## src/rtl/lfm_step_tracker_if.sv

```systemverilog
// Phase-stream input and dwell-report output bundle for lfm_step_tracker.
// freq_min/freq_max exist only when LFM_TRACK_MINMAX_EN is defined.
interface lfm_step_tracker_if #(
  parameter int unsigned DWELL_W = 16,
  parameter int unsigned STEP_W  = 8
);
  logic               s_phase_valid;
  logic [31:0]        s_phase_data;
  logic               freq_valid;
  logic [31:0]        freq_data;
  logic [DWELL_W-1:0] dwell_len;
  logic [1:0]         dir;
  logic               fold_pulse;
  logic [STEP_W-1:0]  step_count;
`ifdef LFM_TRACK_MINMAX_EN
  logic [31:0]        freq_min;
  logic [31:0]        freq_max;
`endif

  modport slave (
`ifdef LFM_TRACK_MINMAX_EN
    output freq_min, output freq_max,
`endif
    input  s_phase_valid, input s_phase_data,
    output freq_valid, output freq_data, output dwell_len,
    output dir, output fold_pulse, output step_count
  );

  modport master (
`ifdef LFM_TRACK_MINMAX_EN
    input  freq_min, input freq_max,
`endif
    output s_phase_valid, output s_phase_data,
    input  freq_valid, input freq_data, input dwell_len,
    input  dir, input fold_pulse, input step_count
  );
endinterface

```

## src/rtl/lfm_step_tracker.sv

```systemverilog
// Recovers the phase increment of a DDS phase stream and reports each completed constant-frequency dwell.
// Optional LFM_TRACK_MINMAX_EN adds running unsigned min/max of reported frequency words.
//
// state | meaning
// IDLE  | no previous phase held yet
// PRIME | previous phase held, waiting for first difference to seed ref
// TRACK | ref valid, counting dwell length and detecting steps
module lfm_step_tracker #(
  parameter logic [31:0] TOL     = 32'h0001_0000,
  parameter int unsigned DWELL_W = 16,
  parameter int unsigned STEP_W  = 8
) (
  input logic          clk,
  input logic          reset,
  lfm_step_tracker_if.slave bus
);

  typedef enum logic [1:0] {IDLE, PRIME, TRACK} state_t;

  state_t             r_state, w_state_nxt;
  logic [31:0]        r_prev_phase, r_diff, r_ref;
  logic               r_diff_valid;
  logic [DWELL_W-1:0] r_dwell_cnt;
  logic               r_freq_valid, r_fold_pulse;
  logic [31:0]        r_freq_data;
  logic [DWELL_W-1:0] r_dwell_len;
  logic [1:0]         r_dir;
  logic [STEP_W-1:0]  r_step_count;

  logic [31:0] w_d;
  logic [32:0] w_d_ext, w_abs;
  logic        w_prime, w_same, w_step, w_fold;
  logic [1:0]  w_new_dir;

  // 33-bit magnitude so that d = -2^31 compares as 2^31 instead of wrapping
  always_comb begin
    w_d     = r_diff - r_ref;
    w_d_ext = {w_d[31], w_d};
    w_abs   = w_d[31] ? (33'd0 - w_d_ext) : w_d_ext;
  end

  always_ff @(posedge clk or posedge reset) begin
    if (reset) r_state <= IDLE;
    else       r_state <= w_state_nxt;
  end

  always_comb begin
    w_state_nxt = r_state;
    w_prime     = 1'b0;
    w_same      = 1'b0;
    w_step      = 1'b0;
    w_fold      = 1'b0;
    w_new_dir   = w_d[31] ? 2'b01 : 2'b10;
    case (r_state)
      IDLE:  if (bus.s_phase_valid) w_state_nxt = PRIME;
      PRIME: if (r_diff_valid) begin
        w_prime     = 1'b1;
        w_state_nxt = TRACK;
      end
      TRACK: if (r_diff_valid) begin
        if (w_abs > {1'b0, TOL}) begin
          w_step = 1'b1;
          w_fold = (r_dir != 2'b00) && (w_new_dir != r_dir);
        end else begin
          w_same = 1'b1;
        end
      end
      default: w_state_nxt = IDLE;
    endcase
  end

  // r_dir doubles as last_dir: it only changes on a step event
  always_ff @(posedge clk or posedge reset) begin
    if (reset) begin
      r_prev_phase <= '0;
      r_diff       <= '0;
      r_diff_valid <= 1'b0;
      r_ref        <= '0;
      r_dwell_cnt  <= '0;
      r_freq_valid <= 1'b0;
      r_fold_pulse <= 1'b0;
      r_freq_data  <= '0;
      r_dwell_len  <= '0;
      r_dir        <= 2'b00;
      r_step_count <= '0;
    end else begin
      r_diff_valid <= 1'b0;
      if (bus.s_phase_valid) begin
        r_diff       <= bus.s_phase_data - r_prev_phase;
        r_prev_phase <= bus.s_phase_data;
        r_diff_valid <= (r_state != IDLE);
      end
      r_freq_valid <= w_step;
      r_fold_pulse <= w_fold;
      if (w_prime) begin
        r_ref       <= r_diff;
        r_dwell_cnt <= DWELL_W'(1);
      end else if (w_same) begin
        if (!(&r_dwell_cnt)) r_dwell_cnt <= r_dwell_cnt + DWELL_W'(1);
      end else if (w_step) begin
        r_freq_data  <= r_ref;
        r_dwell_len  <= r_dwell_cnt;
        r_dir        <= w_new_dir;
        r_step_count <= r_step_count + STEP_W'(1);
        r_ref        <= r_diff;
        r_dwell_cnt  <= DWELL_W'(1);
      end
    end
  end

  assign bus.freq_valid = r_freq_valid;
  assign bus.freq_data  = r_freq_data;
  assign bus.dwell_len  = r_dwell_len;
  assign bus.dir        = r_dir;
  assign bus.fold_pulse = r_fold_pulse;
  assign bus.step_count = r_step_count;

`ifdef LFM_TRACK_MINMAX_EN
  logic        r_mm_seen;
  logic [31:0] r_freq_min, r_freq_max;

  always_ff @(posedge clk or posedge reset) begin
    if (reset) begin
      r_mm_seen  <= 1'b0;
      r_freq_min <= '0;
      r_freq_max <= '0;
    end else if (w_step) begin
      r_mm_seen  <= 1'b1;
      r_freq_min <= (!r_mm_seen || (r_ref < r_freq_min)) ? r_ref : r_freq_min;
      r_freq_max <= (!r_mm_seen || (r_ref > r_freq_max)) ? r_ref : r_freq_max;
    end
  end

  assign bus.freq_min = r_freq_min;
  assign bus.freq_max = r_freq_max;
`endif

endmodule

```

## src/flat_wrapper.sv

```systemverilog
// flat-port wrapper written by rule: the top's interface ports become plain ports
module lfm_step_tracker_flat 
#(
  parameter logic [31:0] TOL     = 32'h0001_0000,
  parameter int unsigned DWELL_W = 16,
  parameter int unsigned STEP_W  = 8
)
  (clk, reset, bus_s_phase_valid, bus_s_phase_data, bus_freq_valid, bus_freq_data, bus_dwell_len, bus_dir, bus_fold_pulse, bus_step_count);
  lfm_step_tracker_if #(.DWELL_W(DWELL_W), .STEP_W(STEP_W)) bus_i ();
  input logic clk;
  input logic reset;
  input wire logic [$bits(bus_i.s_phase_valid)-1:0] bus_s_phase_valid;
  input wire logic [$bits(bus_i.s_phase_data)-1:0] bus_s_phase_data;
  output wire logic [$bits(bus_i.freq_valid)-1:0] bus_freq_valid;
  output wire logic [$bits(bus_i.freq_data)-1:0] bus_freq_data;
  output wire logic [$bits(bus_i.dwell_len)-1:0] bus_dwell_len;
  output wire logic [$bits(bus_i.dir)-1:0] bus_dir;
  output wire logic [$bits(bus_i.fold_pulse)-1:0] bus_fold_pulse;
  output wire logic [$bits(bus_i.step_count)-1:0] bus_step_count;
  assign bus_i.s_phase_valid = bus_s_phase_valid;
  assign bus_i.s_phase_data = bus_s_phase_data;
  assign bus_freq_valid = bus_i.freq_valid;
  assign bus_freq_data = bus_i.freq_data;
  assign bus_dwell_len = bus_i.dwell_len;
  assign bus_dir = bus_i.dir;
  assign bus_fold_pulse = bus_i.fold_pulse;
  assign bus_step_count = bus_i.step_count;
  lfm_step_tracker #(.TOL(TOL), .DWELL_W(DWELL_W), .STEP_W(STEP_W)) u_core (.clk(clk), .reset(reset), .bus(bus_i));
endmodule
```

## config.mk

```make
export PLATFORM = sky130hd
export DESIGN_NAME = lfm_step_tracker_flat
export DESIGN_NICKNAME = d
export VERILOG_FILES = /design/src/rtl/lfm_step_tracker_if.sv /design/src/rtl/lfm_step_tracker.sv /design/src/flat_wrapper.sv
export SDC_FILE = /design/constraint.sdc
export NUM_CORES = 1
export LEC_CHECK = 0
export CORE_ASPECT_RATIO = 0.6
export CORE_MARGIN = 8
export CORE_UTILIZATION = 60
export CTS_BUF_LIST = sky130_fd_sc_hd__clkbuf_8 sky130_fd_sc_hd__clkbuf_16
export DETAILED_ROUTE_END_ITERATION = 7
export PLACE_DENSITY = 0.92
export SKIP_CTS_REPAIR_TIMING = 1
export SYNTH_ARGS = -nofsm -noshare
export SYNTH_HDL_FRONTEND = slang
export SYNTH_SLANG_ARGS = --single-unit
```

## constraint.sdc

```tcl
create_clock -name clk -period 12.1 [get_ports clk]
set_input_delay 2.42 -clock clk [delete_from_list [all_inputs] [get_ports clk]]
set_output_delay 2.42 -clock clk [all_outputs]
set_load 0.02 [all_outputs]
```

==> results of run 1 <==
[power by group through the flow]
| stage | sequential (uW) | clock (uW) | combinational, uW |
|---|---|---|---|
| 3_5_place_dp | 883 | 0 | 2170 |
| 6_report | 874 | 547 | 2230 |
| 3_3_place_gp | 871 | 0 | 2120 |
| 4_1_cts | 872 | 554 | 2190 |
| 2_1_floorplan | 914 | 0 | 1570 |
| 5_1_grt | 894 | 577 | 2460 |
[worst max path at each step]
stage	depth (start not counted)	end	slack, ps	startpoint
6_report	18	u_core.r_diff[28]$_DFFE_PP0P_	5610	bus_s_phase_data[0]
5_1_grt	20	u_core.bus.dwell_len[2]$_DFFE_PP0P_	5210	u_core.r_diff[0]$_DFFE_PP0P_
4_1_cts	18	u_core.r_diff[28]$_DFFE_PP0P_	5700	bus_s_phase_data[0]
3_5_place_dp	18	u_core.r_diff[28]$_DFFE_PP0P_	5260	bus_s_phase_data[0]
3_3_place_gp	18	u_core.r_diff[28]$_DFFE_PP0P_	5370	bus_s_phase_data[0]
2_1_floorplan	1	u_core.bus.dir[0]$_DFFE_PP0P_	4930	reset
[synthesized netlist by cell type, types with 4 or more instances]
cell type,number,area (um2)
xor2_1,23,201
mux2_2,75,845
mux2_1,28,315
nor3b_1,4,30.0
o211ai_1,9,67.6
a22oi_1,5,37.5
o31ai_1,10,75.1
o21ai_1,6,30.0
nand2b_1,13,81.3
nor2b_1,9,56.3
buf_2,8,40.0
a31o_2,4,35.0
o21ai_0,82,410
or3_1,11,68.8
clkbuf_1,32,120
or2_2,8,50.1
nand4_1,7,43.8
o21bai_1,4,30.0
o41ai_1,6,52.6
inv_1,97,364
a21o_1,23,173
nor2_1,66,248
nand3_1,30,150
o2111ai_1,4,35.0
nor4_1,9,56.3
nand2_1,115,432
a211oi_1,15,113
a21oi_1,65,325
ha_1,65,813
o21a_1,13,97.6
dfrtp_1,175,4380
mux2i_1,11,110
o221ai_1,7,61.3
a32oi_1,5,43.8
a211o_1,9,78.8
and3_1,10,62.6
xnor2_1,40,350
and2_1,6,37.5
and4_1,6,52.6
nor3_1,26,130
a31oi_1,18,113
[per-stage QoR]
step                 util  hold WS [ps]  instances  setup WS (ps)
CTS                 0.696           472       1555           5700
global placement    0.665           452       1523           5370
global route        0.696           491       1555           5210
detailed placement  0.665           462       1523           5260
finish              0.696           471       1555           5610
floorplan               -           441       1220           4930
[per-layer routing]
layer / part of all wire / global-route usage / routed length [um]
met5: 0 / 0 / 0
met4: 0.013 / 0.0608 / 362
met3: 0.087 / 0.0739 / 2450
met2: 0.42 / 0.356 / 11900
met1: 0.48 / 0.336 / 13600
[registers in the layout, indices dropped and copies added, names as in the netlist]
name                   flops
u_core.bus.dwell_len      16
u_core.bus.freq_valid      1
u_core.r_state             2
u_core.r_ref              32
u_core.r_prev_phase       32
u_core.r_diff             32
u_core.bus.fold_pulse      1
u_core.r_diff_valid        1
u_core.r_dwell_cnt        16
u_core.bus.freq_data      32
u_core.bus.step_count      8
u_core.bus.dir             2
[cell type report]
cell class | instances | area (um2) | share of cell area
well taps | 246 | 308 | 0.0235
inverters | 98 | 373 | 0.0284
multi-input cells | 904 | 6490 | 0.495
flip-flops and latches | 175 | 4380 | 0.334
clock buffers | 18 | 439 | 0.0335
repair buffers | 100 | 981 | 0.0748
clock inverters | 14 | 144 | 0.0110
[logic make-up (layout without fill, tap and decap cells)]
logic type / after synthesis / count (layout) / share of synthesized area
xor gates and xnor gates: 63 / 63 / 0.0484
and+or+nand+nor: 341 / 341 / 0.150
AOI/OAI and AO/OA: 319 / 319 / 0.184
DFF: 175 / 175 / 0.384
buffers and inverters: 141 / 230 / 0.0473
adders and majority gates: 67 / 67 / 0.0749
muxes: 114 / 114 / 0.111
==> metrics.txt, run 1 <==
# TYPE chip_impl_metric gauge
chip_impl_info{name="synthFlopType",value="dfrtp_1"} 1
chip_impl_metric{name="cts.sinks",unit=""} 175
chip_impl_metric{name="p_leak",unit="uW"} 0.00581
chip_impl_info{name="worst_setup_path_start_kind",value="input port"} 1
chip_impl_metric{name="final.min_clock_period",unit="ps"} 6490
chip_impl_metric{name="synth_seq_area_share",unit=""} 0.384
chip_impl_info{name="critical-path-top-delay-family",value="compound AO/OA/AOI/OAI gates"} 1
chip_impl_metric{name="antenna_found_initial",unit=""} 0
chip_impl_metric{name="ys_seq_elements",unit=""} 175
chip_impl_info{name="rsz_0062_raised_after_global_routing",value="no"} 1
chip_impl_metric{name="totalPowerFinal",unit="uW"} 3650
chip_impl_metric{name="fillerInstances",unit=""} 1387
chip_impl_info{name="cts_root_buffer",value="clkbuf_16"} 1
chip_impl_info{name="critical_path_class",value="in -> reg"} 1
chip_impl_info{name="most_frequent_standard_cell_in_the_layout_excluding_fill_and_tap_cells",value="dfrtp_1"} 1
chip_impl_metric{name="clk_transition_reported_paths",unit="ps"} 70
chip_impl_metric{name="cts_made_buffers",unit=""} 17
chip_impl_metric{name="hold_violations",unit=""} 0
chip_impl_metric{name="die-width",unit="um"} 194
chip_impl_metric{name="grt_pass1_wl",unit="um"} 46800
chip_impl_metric{name="slew-limit-headroom",unit=""} 0.151
chip_impl_metric{name="synthesis.nets",unit=""} 1322
chip_impl_metric{name="place_congestion",unit=""} 0.927
chip_impl_metric{name="layout-area-overhead-vs-synth",unit="%"} 15.1
chip_impl_metric{name="max_freq",unit="MHz"} 154
chip_impl_metric{name="critical_path_required",unit="ps"} 12430
chip_impl_metric{name="hpwl",unit="um"} 20700
chip_impl_metric{name="worst_ir_drop_vdd",unit="mV"} 0.141
chip_impl_metric{name="clk_path_buf_depth",unit=""} 2
chip_impl_metric{name="global_routing_usage_summed_across_all_routing_layers",unit=""} 0.239
chip_impl_metric{name="synthesis.instances",unit=""} 1220
chip_impl_metric{name="clk-insertion-delay-late",unit="ps"} 450
chip_impl_metric{name="floorplan.core_area",unit="um2"} 18800
chip_impl_metric{name="power_per_standard_cell_area",unit="nW/um2"} 278
chip_impl_metric{name="synth_edf_count",unit=""} 0
chip_impl_metric{name="power.switching_fraction",unit=""} 0.470
chip_impl_metric{name="p_sw",unit="uW"} 1720
chip_impl_metric{name="post_drt_wl_per_cell",unit="um"} 18.2
chip_impl_metric{name="final_layout_size_suffix_gt1_frac",unit=""} 0.105
chip_impl_metric{name="cell_internal_pwr",unit="uW"} 1940
chip_impl_metric{name="pwr-share-clk",unit=""} 0.150
chip_impl_metric{name="htree_num_levels",unit=""} 4
chip_impl_metric{name="power.share.sequential",unit=""} 0.239
chip_impl_info{name="rr_endpoint",value="u_core.bus.step_count[1]$_DFFE_PP0P_"} 1
chip_impl_metric{name="route.detailed.vias_per_inst",unit=""} 6.20
chip_impl_info{name="timing.hold.worst.start",value="u_core.bus.step_count[7]$_DFFE_PP0P_"} 1
chip_impl_metric{name="layout.nets",unit=""} 1398
chip_impl_metric{name="power.share.combinational",unit=""} 0.611
chip_impl_metric{name="fin_crit_sh",unit=""} 0.536
chip_impl_info{name="hold_class",value="reg -> reg"} 1
chip_impl_metric{name="regToRegSetupSlack",unit="ps"} 5740
chip_impl_metric{name="finalClockSkew",unit="ps"} 12.5
chip_impl_info{name="crit-reg2reg-launch",value="u_core.r_diff[0]$_DFFE_PP0P_"} 1
chip_impl_metric{name="design.portCount",unit=""} 95
chip_impl_metric{name="max_cap_viol_count",unit=""} 0
chip_impl_metric{name="crit_arrival",unit="ps"} 6820
chip_impl_metric{name="post_dp_cell_area",unit="um2"} 12500
chip_impl_info{name="chain_of_cells_forming_the_critical_path",value="clkdlybuf4s50_1 > inv_1 > ha_1 > fa_1 > nor2b_1 > o21ai_0 > a21oi_1 > o21ai_0 > a21oi_1 > o21ai_0 > a21oi_1 > a21oi_1 > a2111oi_0 > nor2_1 > o41ai_1 > a21oi_1 > xnor2_1 > mux2_2"} 1
chip_impl_metric{name="yosys.cell_types.count",unit=""} 78
chip_impl_metric{name="1st_pass_router_iterations",unit=""} 5
chip_impl_info{name="highest_count_cells_in_the_layout_ignoring_fill_and_taps",value="175 x dfrtp_1, 115 x nand2_1, 96 x inv_1"} 1
chip_impl_metric{name="fin_area",unit="um2"} 13100
chip_impl_metric{name="numPortBuffers",unit=""} 94
chip_impl_metric{name="placement_rows",unit=""} 39
chip_impl_info{name="outcome",value="finished, final reports clean"} 1
chip_impl_metric{name="setup_viol",unit=""} 0
chip_impl_metric{name="grt_start_max_net_pins",unit=""} 105
chip_impl_metric{name="grt.overflow.total",unit=""} 0
chip_impl_metric{name="drtIter0Drc",unit=""} 896
chip_impl_info{name="critical-path-top-cell-by-count",value="a21oi_1"} 1
chip_impl_metric{name="syn-cell-area",unit="um2"} 11400
chip_impl_metric{name="hold_path_depth",unit=""} 1
chip_impl_metric{name="cp_slowest_stage_delay",unit="ps"} 820
chip_impl_info{name="timing.hold.worst_endpoint",value="u_core.bus.step_count[7]$_DFFE_PP0P_"} 1
chip_impl_metric{name="synth.avg_cell_area",unit="um2"} 9.34
chip_impl_metric{name="critical_path_peak_fanout",unit=""} 3
chip_impl_info{name="worst_path_max_delay_cell",value="a2111oi_0"} 1
chip_impl_metric{name="antenna_cells_inserted",unit=""} 0
chip_impl_metric{name="max_slew.worst_pin.slew",unit="ps"} 1270
chip_impl_info{name="cts_tree",value="yes"} 1
chip_impl_metric{name="timing_max_transition_violations_final",unit=""} 0
chip_impl_metric{name="via_count_of_the_first_global_routing_pass",unit=""} 9244
chip_impl_metric{name="sum_of_negative_setup_slack",unit="ps"} 0
chip_impl_metric{name="critPathBufInv",unit=""} 2
chip_impl_metric{name="postSynth.asyncResetShare",unit=""} 1.00
chip_impl_metric{name="post_route_drc",unit=""} 0
chip_impl_metric{name="antenna_violating_nets_post_route",unit=""} 0
chip_impl_metric{name="r2r.worst_path.cells",unit=""} 20
chip_impl_metric{name="vert_die_dim",unit="um"} 123
chip_impl_metric{name="fp.dieArea",unit="um2"} 23800
chip_impl_metric{name="start_util",unit=""} 0.605
chip_impl_metric{name="ys.warnings.count",unit=""} 0
chip_impl_metric{name="detail_route.wirelength",unit="um"} 28300
chip_impl_info{name="end_kind",value="flip-flop"} 1
chip_impl_metric{name="detailroute.via_count",unit=""} 9646
Note: power is estimated with default switching activity, not from simulation.
==> run 2: changes to the inputs <==
--- a/config.mk
+++ b/config.mk
@@ -7,10 +7,10 @@
 export LEC_CHECK = 0
 export CORE_ASPECT_RATIO = 0.6
 export CORE_MARGIN = 8
-export CORE_UTILIZATION = 60
+export CORE_UTILIZATION = 54
 export CTS_BUF_LIST = sky130_fd_sc_hd__clkbuf_8 sky130_fd_sc_hd__clkbuf_16
 export DETAILED_ROUTE_END_ITERATION = 7
-export PLACE_DENSITY = 0.92
+export PLACE_DENSITY = 0.88
 export SKIP_CTS_REPAIR_TIMING = 1
 export SYNTH_ARGS = -nofsm -noshare
 export SYNTH_HDL_FRONTEND = slang
==> constraint.sdc (replaced) <==
create_clock -name clk -period 5.4 [get_ports clk]
set_input_delay 1.08 -clock clk [delete_from_list [all_inputs] [get_ports clk]]
set_output_delay 1.08 -clock clk [all_outputs]
set_load 0.02 [all_outputs]
==> metrics.txt, run 2 (synthesis results as in run 1) <==
# TYPE chip_impl_metric gauge
chip_impl_info{name="outcome",value="finished, final reports clean"} 1
chip_impl_metric{name="grt.overflow.total",unit=""} 0
chip_impl_metric{name="post_route_drc",unit=""} 0
chip_impl_metric{name="post_drt_wl_per_cell",unit="um"} 18.7
chip_impl_metric{name="fp.dieArea",unit="um2"} 26200
chip_impl_metric{name="dpl.cell_count",unit=""} 1585
chip_impl_metric{name="clk_transition_reported_paths",unit="ps"} 70
chip_impl_metric{name="p_leak",unit="uW"} 0.00614
chip_impl_metric{name="place_congestion",unit=""} 0.917
chip_impl_metric{name="worst_ir_drop_vdd",unit="mV"} 0.409
chip_impl_metric{name="timing_max_transition_violations_final",unit=""} 0
chip_impl_info{name="cts_tree",value="yes"} 1
chip_impl_metric{name="detailroute.via_count",unit=""} 9922
chip_impl_metric{name="antenna_found_initial",unit=""} 0
chip_impl_metric{name="cts.sinks",unit=""} 175
chip_impl_metric{name="crit_arrival",unit="ps"} 5600
chip_impl_metric{name="floorplan.core_area",unit="um2"} 20900
chip_impl_metric{name="drtIter0Drc",unit=""} 815
chip_impl_metric{name="post_layout_nonfiller_instances",unit=""} 1625
chip_impl_metric{name="detail_route.wirelength",unit="um"} 30400
chip_impl_metric{name="vert_die_dim",unit="um"} 129
chip_impl_metric{name="fillerInstances",unit=""} 1607
chip_impl_metric{name="critical_path_peak_fanout",unit=""} 9
chip_impl_metric{name="placement_rows",unit=""} 41
chip_impl_metric{name="via_count_of_the_first_global_routing_pass",unit=""} 9535
chip_impl_metric{name="numPortBuffers",unit=""} 94
chip_impl_info{name="cts_root_buffer",value="clkbuf_16"} 1
chip_impl_metric{name="slew-limit-headroom",unit=""} 0.149
chip_impl_metric{name="route.detailed.vias_per_inst",unit=""} 6.11
chip_impl_info{name="critical_path_class",value="reg -> reg"} 1
chip_impl_metric{name="fin_crit_sh",unit=""} 0.976
chip_impl_metric{name="clk-insertion-delay-late",unit="ps"} 450
chip_impl_metric{name="clk_path_buf_depth",unit=""} 2
chip_impl_metric{name="antenna_violating_nets_post_route",unit=""} 0
chip_impl_metric{name="finalClockSkew",unit="ps"} 13.6
chip_impl_metric{name="layout.core_utilization",unit=""} 0.663
chip_impl_metric{name="htree_num_levels",unit=""} 4
chip_impl_metric{name="hpwl",unit="um"} 21800
chip_impl_metric{name="final.min_clock_period",unit="ps"} 5270
chip_impl_metric{name="power_per_standard_cell_area",unit="nW/um2"} 645
chip_impl_metric{name="setup_viol",unit=""} 0
chip_impl_metric{name="max_freq",unit="MHz"} 190
chip_impl_metric{name="layout-area-overhead-vs-synth",unit="%"} 21.4
chip_impl_info{name="most_frequent_standard_cell_in_the_layout_excluding_fill_and_tap_cells",value="dfrtp_1"} 1
chip_impl_metric{name="global_routing_usage_summed_across_all_routing_layers",unit=""} 0.228
chip_impl_metric{name="1st_pass_router_iterations",unit=""} 5
chip_impl_metric{name="final_layout_size_suffix_gt1_frac",unit=""} 0.166
chip_impl_metric{name="critical_path_required",unit="ps"} 5730
chip_impl_metric{name="hold_violations",unit=""} 0
chip_impl_metric{name="grt_pass1_wl",unit="um"} 48800
chip_impl_metric{name="die-width",unit="um"} 204
chip_impl_metric{name="cts_made_buffers",unit=""} 17
chip_impl_info{name="hold_class",value="reg -> reg"} 1
chip_impl_info{name="highest_count_cells_in_the_layout_ignoring_fill_and_taps",value="175 x dfrtp_1, 114 x nand2_1, 94 x inv_1"} 1
chip_impl_metric{name="layout.nets",unit=""} 1436
chip_impl_info{name="worst_setup_path_start_kind",value="flip-flop"} 1
chip_impl_metric{name="start_util",unit=""} 0.546
chip_impl_info{name="end_kind",value="flip-flop"} 1
chip_impl_metric{name="design.portCount",unit=""} 95
chip_impl_metric{name="max_slew.worst_pin.slew",unit="ps"} 1270
chip_impl_metric{name="antenna_cells_inserted",unit=""} 0
chip_impl_metric{name="max_cap_viol_count",unit=""} 0
chip_impl_metric{name="grt_start_max_net_pins",unit=""} 176
[run 2: changes by cell type in the layout (fill, tap and decap cells not counted), moves of 4 or more]
cell	previous run	this run
inv_8	6	1
ha_1	65	61
a21oi_1	65	58
buf_12	0	7
mux2_4	0	17
mux2_1	28	11
a21oi_2	1	8
buf_4	6	31
[run 2: where the power goes]
group / switching (uW) / total [uW] / internal (uW)
Combinational: 3210 / 5650 / 2440
Sequential: 305 / 1980 / 1680
Clock: 562 / 1300 / 734
Total: 4080 / 8920 / 4850
[run 2: layout make-up]
cell class	instances	area, um2	share of cell area
multi-input cells	904	6710	0.485
flip-flops and latches	175	4380	0.316
repair buffers	138	1420	0.102
clock buffers	17	425	0.0307
inverters	98	372	0.0269
well taps	279	349	0.0252
clock inverters	14	180	0.0130
[run 2: path summary, 6_finish.rpt]
path | from | end | slack [ps] | cells after the start
worst max register to register | u_core.r_ref[9]$_DFFE_PP0P_ | u_core.r_ref[26]$_DFFE_PP0P_ | 130 | 18
worst min register to register | u_core.bus.step_count[7]$_DFFE_PP0P_ | u_core.bus.step_count[7]$_DFFE_PP0P_ | 470 | 1
worst min-delay path | u_core.bus.step_count[7]$_DFFE_PP0P_ | u_core.bus.step_count[7]$_DFFE_PP0P_ | 470 | 1
max in group asynchronous | reset | u_core.bus.step_count[3]$_DFFE_PP0P_ | 3370 | 3
worst max-delay path | u_core.r_ref[9]$_DFFE_PP0P_ | u_core.r_ref[26]$_DFFE_PP0P_ | 130 | 18
min in group asynchronous | reset | u_core.bus.freq_data[7]$_DFFE_PP0P_ | 1150 | 3
[run 2: layer usage]
layer | wire length, um | part of all wire | vias up | global-route usage
li1 | - | - | 4636 | -
met1 | 14400 | 0.47 | 4808 | 0.331
met2 | 12800 | 0.42 | 437 | 0.331
met3 | 2750 | 0.090 | 41 | 0.0582
met4 | 449 | 0.015 | 0 | 0.0637
met5 | 0 | 0 | - | 0
[run 2: through the flow]
| step | instance area (um2) | power [uW] | TNS [ps] | hold slack (ps) | worst slack, ps |
|---|---|---|---|---|---|
| floorplan | 11400 | 5570 | 0 | 441 | 226 |
| finish | 13800 | 8920 | 0 | 465 | 128 |
| global route | 13800 | 9510 | -2090 | 495 | -56.4 |
| CTS | 13500 | 8450 | 0 | 470 | 23.6 |
| global placement | 12900 | 6950 | 0 | 453 | 237 |
| detailed placement | 12900 | 7100 | 0 | 457 | 65.2 |
[run 2: worst max-delay path, stage by stage (launching register included)]
cell       delay, ps
dfrtp_1          370
inv_1             50
ha_1             460
and4_1           380
nor2_1            80
a211oi_1         400
o311ai_2         300
nor2_1           160
or4b_1           470
or3_4            370
nor4b_4          260
a31oi_1          120
o41a_1           330
a2111o_1         330
nor4b_4          210
buf_4            160
a21oi_4          140
clkbuf_16        280
mux2_4           300
